--- src/rtl/div_pkg.sv ---
// rtl/div_pkg.sv - shared types and constants for the iterative divider
package div_pkg;

    typedef enum logic [1:0] {
        IDLE,
        ITER,
        FIX
    } div_state_t;

    localparam int DIV_WIDTH = 32;
    localparam int DIV_ITERS = DIV_WIDTH;
    localparam int DIV_CNT_W = $clog2(DIV_ITERS + 1);
    localparam logic [DIV_WIDTH-1:0] DIV0_QUOTIENT = '1;

endpackage

--- src/rtl/div_unit_if.sv ---
// rtl/div_unit_if.sv - request/result bundle between execute stage and divider
interface div_unit_if
    import div_pkg::*;
#(
    parameter int WIDTH = DIV_WIDTH
);
    logic             start;
    logic             is_signed;
    logic [WIDTH-1:0] dividend;
    logic [WIDTH-1:0] divisor;
    logic             divIsActive;
    logic             done;
    logic [WIDTH-1:0] quotient;
    logic [WIDTH-1:0] remainder;
    logic             div_by_zero;

    modport master (
        output start, is_signed, dividend, divisor,
        input  divIsActive, done, quotient, remainder, div_by_zero
    );

    modport slave (
        input  start, is_signed, dividend, divisor,
        output divIsActive, done, quotient, remainder, div_by_zero
    );
endinterface

--- src/rtl/div_step.sv ---
// rtl/div_step.sv - one restoring shift-subtract step on magnitudes
module div_step #(
    parameter int WIDTH = 32
) (
    input  logic [WIDTH-1:0] rem_i,
    input  logic [WIDTH-1:0] dvd_i,
    input  logic [WIDTH-1:0] dsr_i,
    output logic [WIDTH-1:0] rem_o,
    output logic [WIDTH-1:0] dvd_o
);
    // One extra bit: the shifted remainder can exceed WIDTH bits for large unsigned divisors.
    logic [WIDTH:0] shifted;
    logic [WIDTH:0] diff;
    logic           take;

    assign shifted = {rem_i, dvd_i[WIDTH-1]};
    assign diff    = shifted - {1'b0, dsr_i};
    assign take    = (shifted >= {1'b0, dsr_i});
    assign rem_o   = take ? diff[WIDTH-1:0] : shifted[WIDTH-1:0];
    assign dvd_o   = {dvd_i[WIDTH-2:0], take};
endmodule

--- src/rtl/div_unit.sv ---
// rtl/div_unit.sv - iterative signed/unsigned divider with PC stall output
module div_unit
    import div_pkg::*;
#(
    parameter int WIDTH = DIV_WIDTH,
    parameter int ITERS = WIDTH
) (
    input logic       clk,
    input logic       rst_n,
    div_unit_if.slave bus
);
    localparam int CNT_W = $clog2(ITERS + 1);

    div_state_t       state_q, state_d;
    logic [CNT_W-1:0] cnt_q, cnt_d;
    logic [WIDTH-1:0] rem_q, rem_d, dvd_q, dvd_d, dsr_q, dsr_d;
    logic [WIDTH-1:0] quo_q, quo_d, rmd_q, rmd_d;
    logic             q_neg_q, q_neg_d, r_neg_q, r_neg_d;
    logic             dz_q, dz_d, flag_q, flag_d, done_q, done_d;
    logic [WIDTH-1:0] step_rem, step_dvd;
    logic             a_neg, b_neg;

    assign a_neg = bus.is_signed & bus.dividend[WIDTH-1];
    assign b_neg = bus.is_signed & bus.divisor[WIDTH-1];

    div_step #(.WIDTH(WIDTH)) u_step (
        .rem_i (rem_q),
        .dvd_i (dvd_q),
        .dsr_i (dsr_q),
        .rem_o (step_rem),
        .dvd_o (step_dvd)
    );

    always_ff @(posedge clk or negedge rst_n) begin
        if (!rst_n) begin
            state_q <= IDLE;
            cnt_q   <= '0;
            rem_q   <= '0;
            dvd_q   <= '0;
            dsr_q   <= '0;
            quo_q   <= '0;
            rmd_q   <= '0;
            q_neg_q <= 1'b0;
            r_neg_q <= 1'b0;
            dz_q    <= 1'b0;
            flag_q  <= 1'b0;
            done_q  <= 1'b0;
        end else begin
            state_q <= state_d;
            cnt_q   <= cnt_d;
            rem_q   <= rem_d;
            dvd_q   <= dvd_d;
            dsr_q   <= dsr_d;
            quo_q   <= quo_d;
            rmd_q   <= rmd_d;
            q_neg_q <= q_neg_d;
            r_neg_q <= r_neg_d;
            dz_q    <= dz_d;
            flag_q  <= flag_d;
            done_q  <= done_d;
        end
    end

    always_comb begin
        state_d = state_q;
        cnt_d   = cnt_q;
        rem_d   = rem_q;
        dvd_d   = dvd_q;
        dsr_d   = dsr_q;
        quo_d   = quo_q;
        rmd_d   = rmd_q;
        q_neg_d = q_neg_q;
        r_neg_d = r_neg_q;
        dz_d    = dz_q;
        flag_d  = flag_q;
        done_d  = 1'b0;
        unique case (state_q)
            IDLE: begin
                if (bus.start) begin
                    // Divide by zero reuses FIX: the forced result rides in dvd/rem unnegated.
                    if (bus.divisor == '0) begin
                        dvd_d   = '1;
                        rem_d   = bus.dividend;
                        q_neg_d = 1'b0;
                        r_neg_d = 1'b0;
                        dz_d    = 1'b1;
                        state_d = FIX;
                    end else begin
                        dvd_d   = a_neg ? -bus.dividend : bus.dividend;
                        dsr_d   = b_neg ? -bus.divisor : bus.divisor;
                        rem_d   = '0;
                        cnt_d   = '0;
                        q_neg_d = a_neg ^ b_neg;
                        r_neg_d = a_neg;
                        dz_d    = 1'b0;
                        state_d = ITER;
                    end
                end
            end
            ITER: begin
                rem_d = step_rem;
                dvd_d = step_dvd;
                cnt_d = cnt_q + 1'b1;
                if (cnt_q == CNT_W'(ITERS - 1)) begin
                    state_d = FIX;
                end
            end
            FIX: begin
                quo_d   = q_neg_q ? -dvd_q : dvd_q;
                rmd_d   = r_neg_q ? -rem_q : rem_q;
                flag_d  = dz_q;
                done_d  = 1'b1;
                state_d = IDLE;
            end
            default: state_d = IDLE;
        endcase
    end

    assign bus.divIsActive = (state_q != IDLE) | bus.start;
    assign bus.done        = done_q;
    assign bus.quotient    = quo_q;
    assign bus.remainder   = rmd_q;
    assign bus.div_by_zero = flag_q;
endmodule

--- src/flat_wrapper.sv ---
// flat-port wrapper written by rule: the top's interface ports become plain ports
module div_unit_flat import div_pkg::*;
#(
    parameter int WIDTH = DIV_WIDTH,
    parameter int ITERS = WIDTH
)
  (clk, rst_n, bus_start, bus_is_signed, bus_dividend, bus_divisor, bus_divIsActive, bus_done, bus_quotient, bus_remainder, bus_div_by_zero);
  div_unit_if #(.WIDTH(WIDTH)) bus_i ();
  input logic clk;
  input logic rst_n;
  input wire logic [$bits(bus_i.start)-1:0] bus_start;
  input wire logic [$bits(bus_i.is_signed)-1:0] bus_is_signed;
  input wire logic [$bits(bus_i.dividend)-1:0] bus_dividend;
  input wire logic [$bits(bus_i.divisor)-1:0] bus_divisor;
  output wire logic [$bits(bus_i.divIsActive)-1:0] bus_divIsActive;
  output wire logic [$bits(bus_i.done)-1:0] bus_done;
  output wire logic [$bits(bus_i.quotient)-1:0] bus_quotient;
  output wire logic [$bits(bus_i.remainder)-1:0] bus_remainder;
  output wire logic [$bits(bus_i.div_by_zero)-1:0] bus_div_by_zero;
  assign bus_i.start = bus_start;
  assign bus_i.is_signed = bus_is_signed;
  assign bus_i.dividend = bus_dividend;
  assign bus_i.divisor = bus_divisor;
  assign bus_divIsActive = bus_i.divIsActive;
  assign bus_done = bus_i.done;
  assign bus_quotient = bus_i.quotient;
  assign bus_remainder = bus_i.remainder;
  assign bus_div_by_zero = bus_i.div_by_zero;
  div_unit #(.WIDTH(WIDTH), .ITERS(ITERS)) u_core (.clk(clk), .rst_n(rst_n), .bus(bus_i));
endmodule
--- config.mk ---
export PLATFORM = sky130hd
export DESIGN_NAME = div_unit_flat
export DESIGN_NICKNAME = d
export VERILOG_FILES = /design/src/rtl/div_pkg.sv /design/src/rtl/div_unit_if.sv /design/src/rtl/div_step.sv /design/src/rtl/div_unit.sv /design/src/flat_wrapper.sv
export SDC_FILE = /design/constraint.sdc
export NUM_CORES = 1
export LEC_CHECK = 0
export ABC_AREA = 1
export ABC_CLOCK_PERIOD_IN_PS = 1900
export CORE_MARGIN = 4
export CORE_UTILIZATION = 30
export CTS_CLUSTER_SIZE = 20
export DETAILED_ROUTE_END_ITERATION = 8
export SETUP_SLACK_MARGIN = 0.2
export SLEW_MARGIN = 0
export SYNTH_ARGS = -nofsm -noshare
export SYNTH_HDL_FRONTEND = slang
export SYNTH_SLANG_ARGS = --single-unit
--- constraint.sdc ---
create_clock -name clk -period 1.9 [get_ports clk]
set_input_delay 0.57 -clock clk [delete_from_list [all_inputs] [get_ports clk]]
set_output_delay 0.57 -clock clk [all_outputs]
set_load 0.02 [all_outputs]
==> flow_summary.toml <==
[setup_path]
setup.worst_path.start_class = "flip-flop"
r2r_setup_slack_ps = -330
slowest_delay_ps = 430
ff2ff_path_depth = 14
r2r-end = "u_core.rem_q[31]$_DFFE_PN0P_"
critPathKind = "flip-flop to flip-flop"
cp.required_ps = 2290
critPathMaxFanout = 8
critPathLaunch = "u_core.dsr_q[23]$_DFFE_PN0P_"
cp_common_cell = "nand2_2"
reg2reg_from = "u_core.dsr_q[23]$_DFFE_PN0P_"
slowest_stage = "dfrtp_1"
worstSetupEndpointType = "flip-flop"
crit_chain = "inv_2 > ha_4 > nand2_4 > inv_2 > a21oi_4 > nand2_2 > nand2_2 > nand3_2 > nor2_4 > nand2_8 > buf_12 > nand2_2 > nand3_2 > a21oi_2"
worstPathArrival_ps = 2610
critical_path.endpoint = "u_core.rem_q[31]$_DFFE_PN0P_"

[sta]
rsz0062_at_grt = "true"
layout_setup_ws_ps = -325.2
clock_skew_ps = 16.91
tightest_slew_ps = 536.8
finalSetupViolations = 51
final-hold-violation-count = 0
fmax_mhz = 449.4
period_needed_ps = 2225
fin_crit_sh_pct = 117.1
fin_setup_tns_ps = -10720
slew_viol_final = 0
relSlewSlack_pct = 63.88

[synth]
netlist_instances = 2075
synth_seq_cells = 173
synth.area.mux_share_pct = 0
synth.top_cells.by_count = "nand2_1, inv_1, o21ai_0"
synthFlopType = "dfrtp_1"
synth_top_area_share_pct = 32.03
syn_nets = 2181
synth_top_area_cell = "dfrtp_1"
yosys_warnings = 0
synth-edff-count = 0
synthArstFlopShare_pct = 100.0
synthTopCellsByArea = "dfrtp_1, nand2_1, inv_1"
synth_xor_area_share_pct = 6.675
synth-adder-area-share_pct = 3.573
synth_compound_area_share_pct = 10.77
synth_simple_gate_area_share_pct = 35.44
syn_avg_cell_area_um2 = 6.513
synth_top_family_by_area = "simple AND/OR/NAND/NOR gates"
syn-cell-area_um2 = 13520
yosysSeqAreaShare_pct = 32.03
yosysMostFrequentCell = "nand2_1"
synth_cell_types = 45

[clock_tree]
tritoncts = "built"
ctsHtreeMaxLevel = 4
cts_buffers = 17
clockBufferDepth = 2
path_clk_slew_ps = 80
cts_sinks = 173
clockRootBuffer = "clkbuf_16"
hold_buffers = 0
clock_latency_ps = 450

[final_layout]
drive_above_1_share_pct = 42.91
final_nets = 2759
stdcell_area_um2 = 22520
syn2layout_area_growth_pct = 66.60
diodes = 0

[worst_hold_path]
hold_class = "input pin to async pin"

[drt]
wl_mm = 56.48
wl_per_cell_um = 17.34
vias = 15810
routed_via_density = 4.852
dr.pass1.iters = 7
ant_nets = 0
drc = 0
drtIter0Drc = 1183

[floorplanning]
core-area_um2 = 44410
start_util_pct = 30.43
die_h_um = 220.3
rows = 77
die_area_um2 = 48510
die-width_um = 220.3
io_pins = 135

[global_route]
grt_max_degree = 107
grt_pass1_wl_mm = 85.23
first_global_vias = 15410
grt_overflow = 0
antenna_found_initial = 0
track_usage_pct = 22.38

[place]
hpwl_mm = 42.21
place.gp.congestion = 0.9513
place_area_um2 = 18740
portBuffers = 134

[status]
outcome = "complete, but fails checks"
violations = "setup timing"

[power]
p_leak_nw = 11.06
ir_worst_vdd_uv = 909.9
powerDensity_nw_per_um2 = 1950

[run]
drv_cap = 0
==> final cells by class <==
| type | instances | area, um^2 |
|---|---|---|
| fillers | 4203 | 21900 |
| multi-input cells | 1513 | 9965 |
| repair buffers | 632 | 5604 |
| flip-flops and latches | 173 | 4354 |
| inverters | 313 | 1229 |
| well taps | 592 | 740.7 |
| clock buffers | 19 | 442.9 |
| clock inverters | 13 | 151.4 |
| repair inverters | 3 | 30.03 |
==> critical path: cells and delay by family, from the launching register on <==
| kind | cells | cell delay, ps |
|---|---|---|
| simple gates | 8 | 840 |
| fa+ha+maj | 1 | 230 |
| buf+inv | 3 | 360 |
| flops | 1 | 430 |
| compound gates | 2 | 290 |
==> worst min-delay path by stage <==
stage / endpoint / cells after the start
CTS: u_core.bus.quotient[28]$_DFFE_PN0P_ / 1
detailed placement: u_core.bus.remainder[29]$_DFFE_PN0P_ / 2
global route: u_core.bus.quotient[28]$_DFFE_PN0P_ / 1
floorplan: u_core.bus.div_by_zero$_DFFE_PN0P_ / 0
finish: u_core.bus.quotient[28]$_DFFE_PN0P_ / 1
global placement: u_core.bus.remainder[29]$_DFFE_PN0P_ / 2
==> per-layer routing <==
layer | vias to the layer above | track usage, % | share of wire, %
met1 | 7525 | 30.29 | 44
met5 | - | 0 | 0
met2 | 437 | 37.45 | 48
met4 | 0 | 7.180 | 3.2
li1 | 7776 | - | -
met3 | 71 | 2.541 | 4.8
==> per-stage QoR <==
stage | util (%) | hold slack (ps) | setup WS (ps) | std cells | total power, mW
floorplan | - | 274.4 | -71.64 | 2075 | 21.59
global placement | 42.20 | 469.0 | -839.0 | 3103 | 32.73
detailed placement | 42.20 | 469.8 | -920.7 | 3103 | 33.15
CTS | 47.66 | 30.67 | -271.1 | 3222 | 39.94
global route | 50.70 | 41.55 | -437.0 | 3258 | 47.22
finish | 50.70 | 40.58 | -325.2 | 3258 | 43.90
==> power breakdown <==
group          leakage, nW  switching [mW]  internal [mW]  total [mW]
Combinational         8.63            18.3           14.7        33.0
Sequential            2.13            1.65           5.51        7.16
Clock                0.295            1.71           2.01        3.72
Total                 11.1            21.7           22.2        43.9
==> repair_timing <==
action / CTS / global route
setup endpoints to repair: 218 / 176
pin swaps: 110 / 129
gates cloned: 5 / 10
setup buffers: 82 / 26
gates resized for setup: 708 / 355
==> state kept, by name (all words and copies together), names as in the netlist <==
name                    flops
u_core.bus.remainder       32
u_core.bus.done             1
u_core.cnt_q                6
u_core.q_neg_q              1
u_core.dvd_q               32
u_core.rem_q               32
u_core.bus.div_by_zero      1
u_core.dz_q                 1
u_core.dsr_q               32
u_core.state_q              2
u_core.bus.quotient        32
u_core.r_neg_q              1
==> kinds of logic after synthesis <==
family	after synthesis
AO/OA/AOI/OAI	276
buffers and inverters	389
adder cells (fa/ha/maj)	38
flip-flops	173
XOR/XNOR	103
AND/OR/NAND/NOR	1096
==> placed cells by master, fill, tap and decap left out, types with 60 or more instances in the layout <==
cell / instances
nand2_1: 492
xor2_1: 82
o21ai_1: 83
nand4_1: 70
buf_4: 410
nand2_2: 97
dfrtp_1: 153
nand3_1: 78
nor2_1: 91
inv_1: 256
o21ai_0: 60
Note: power is estimated with default switching activity, not from simulation.
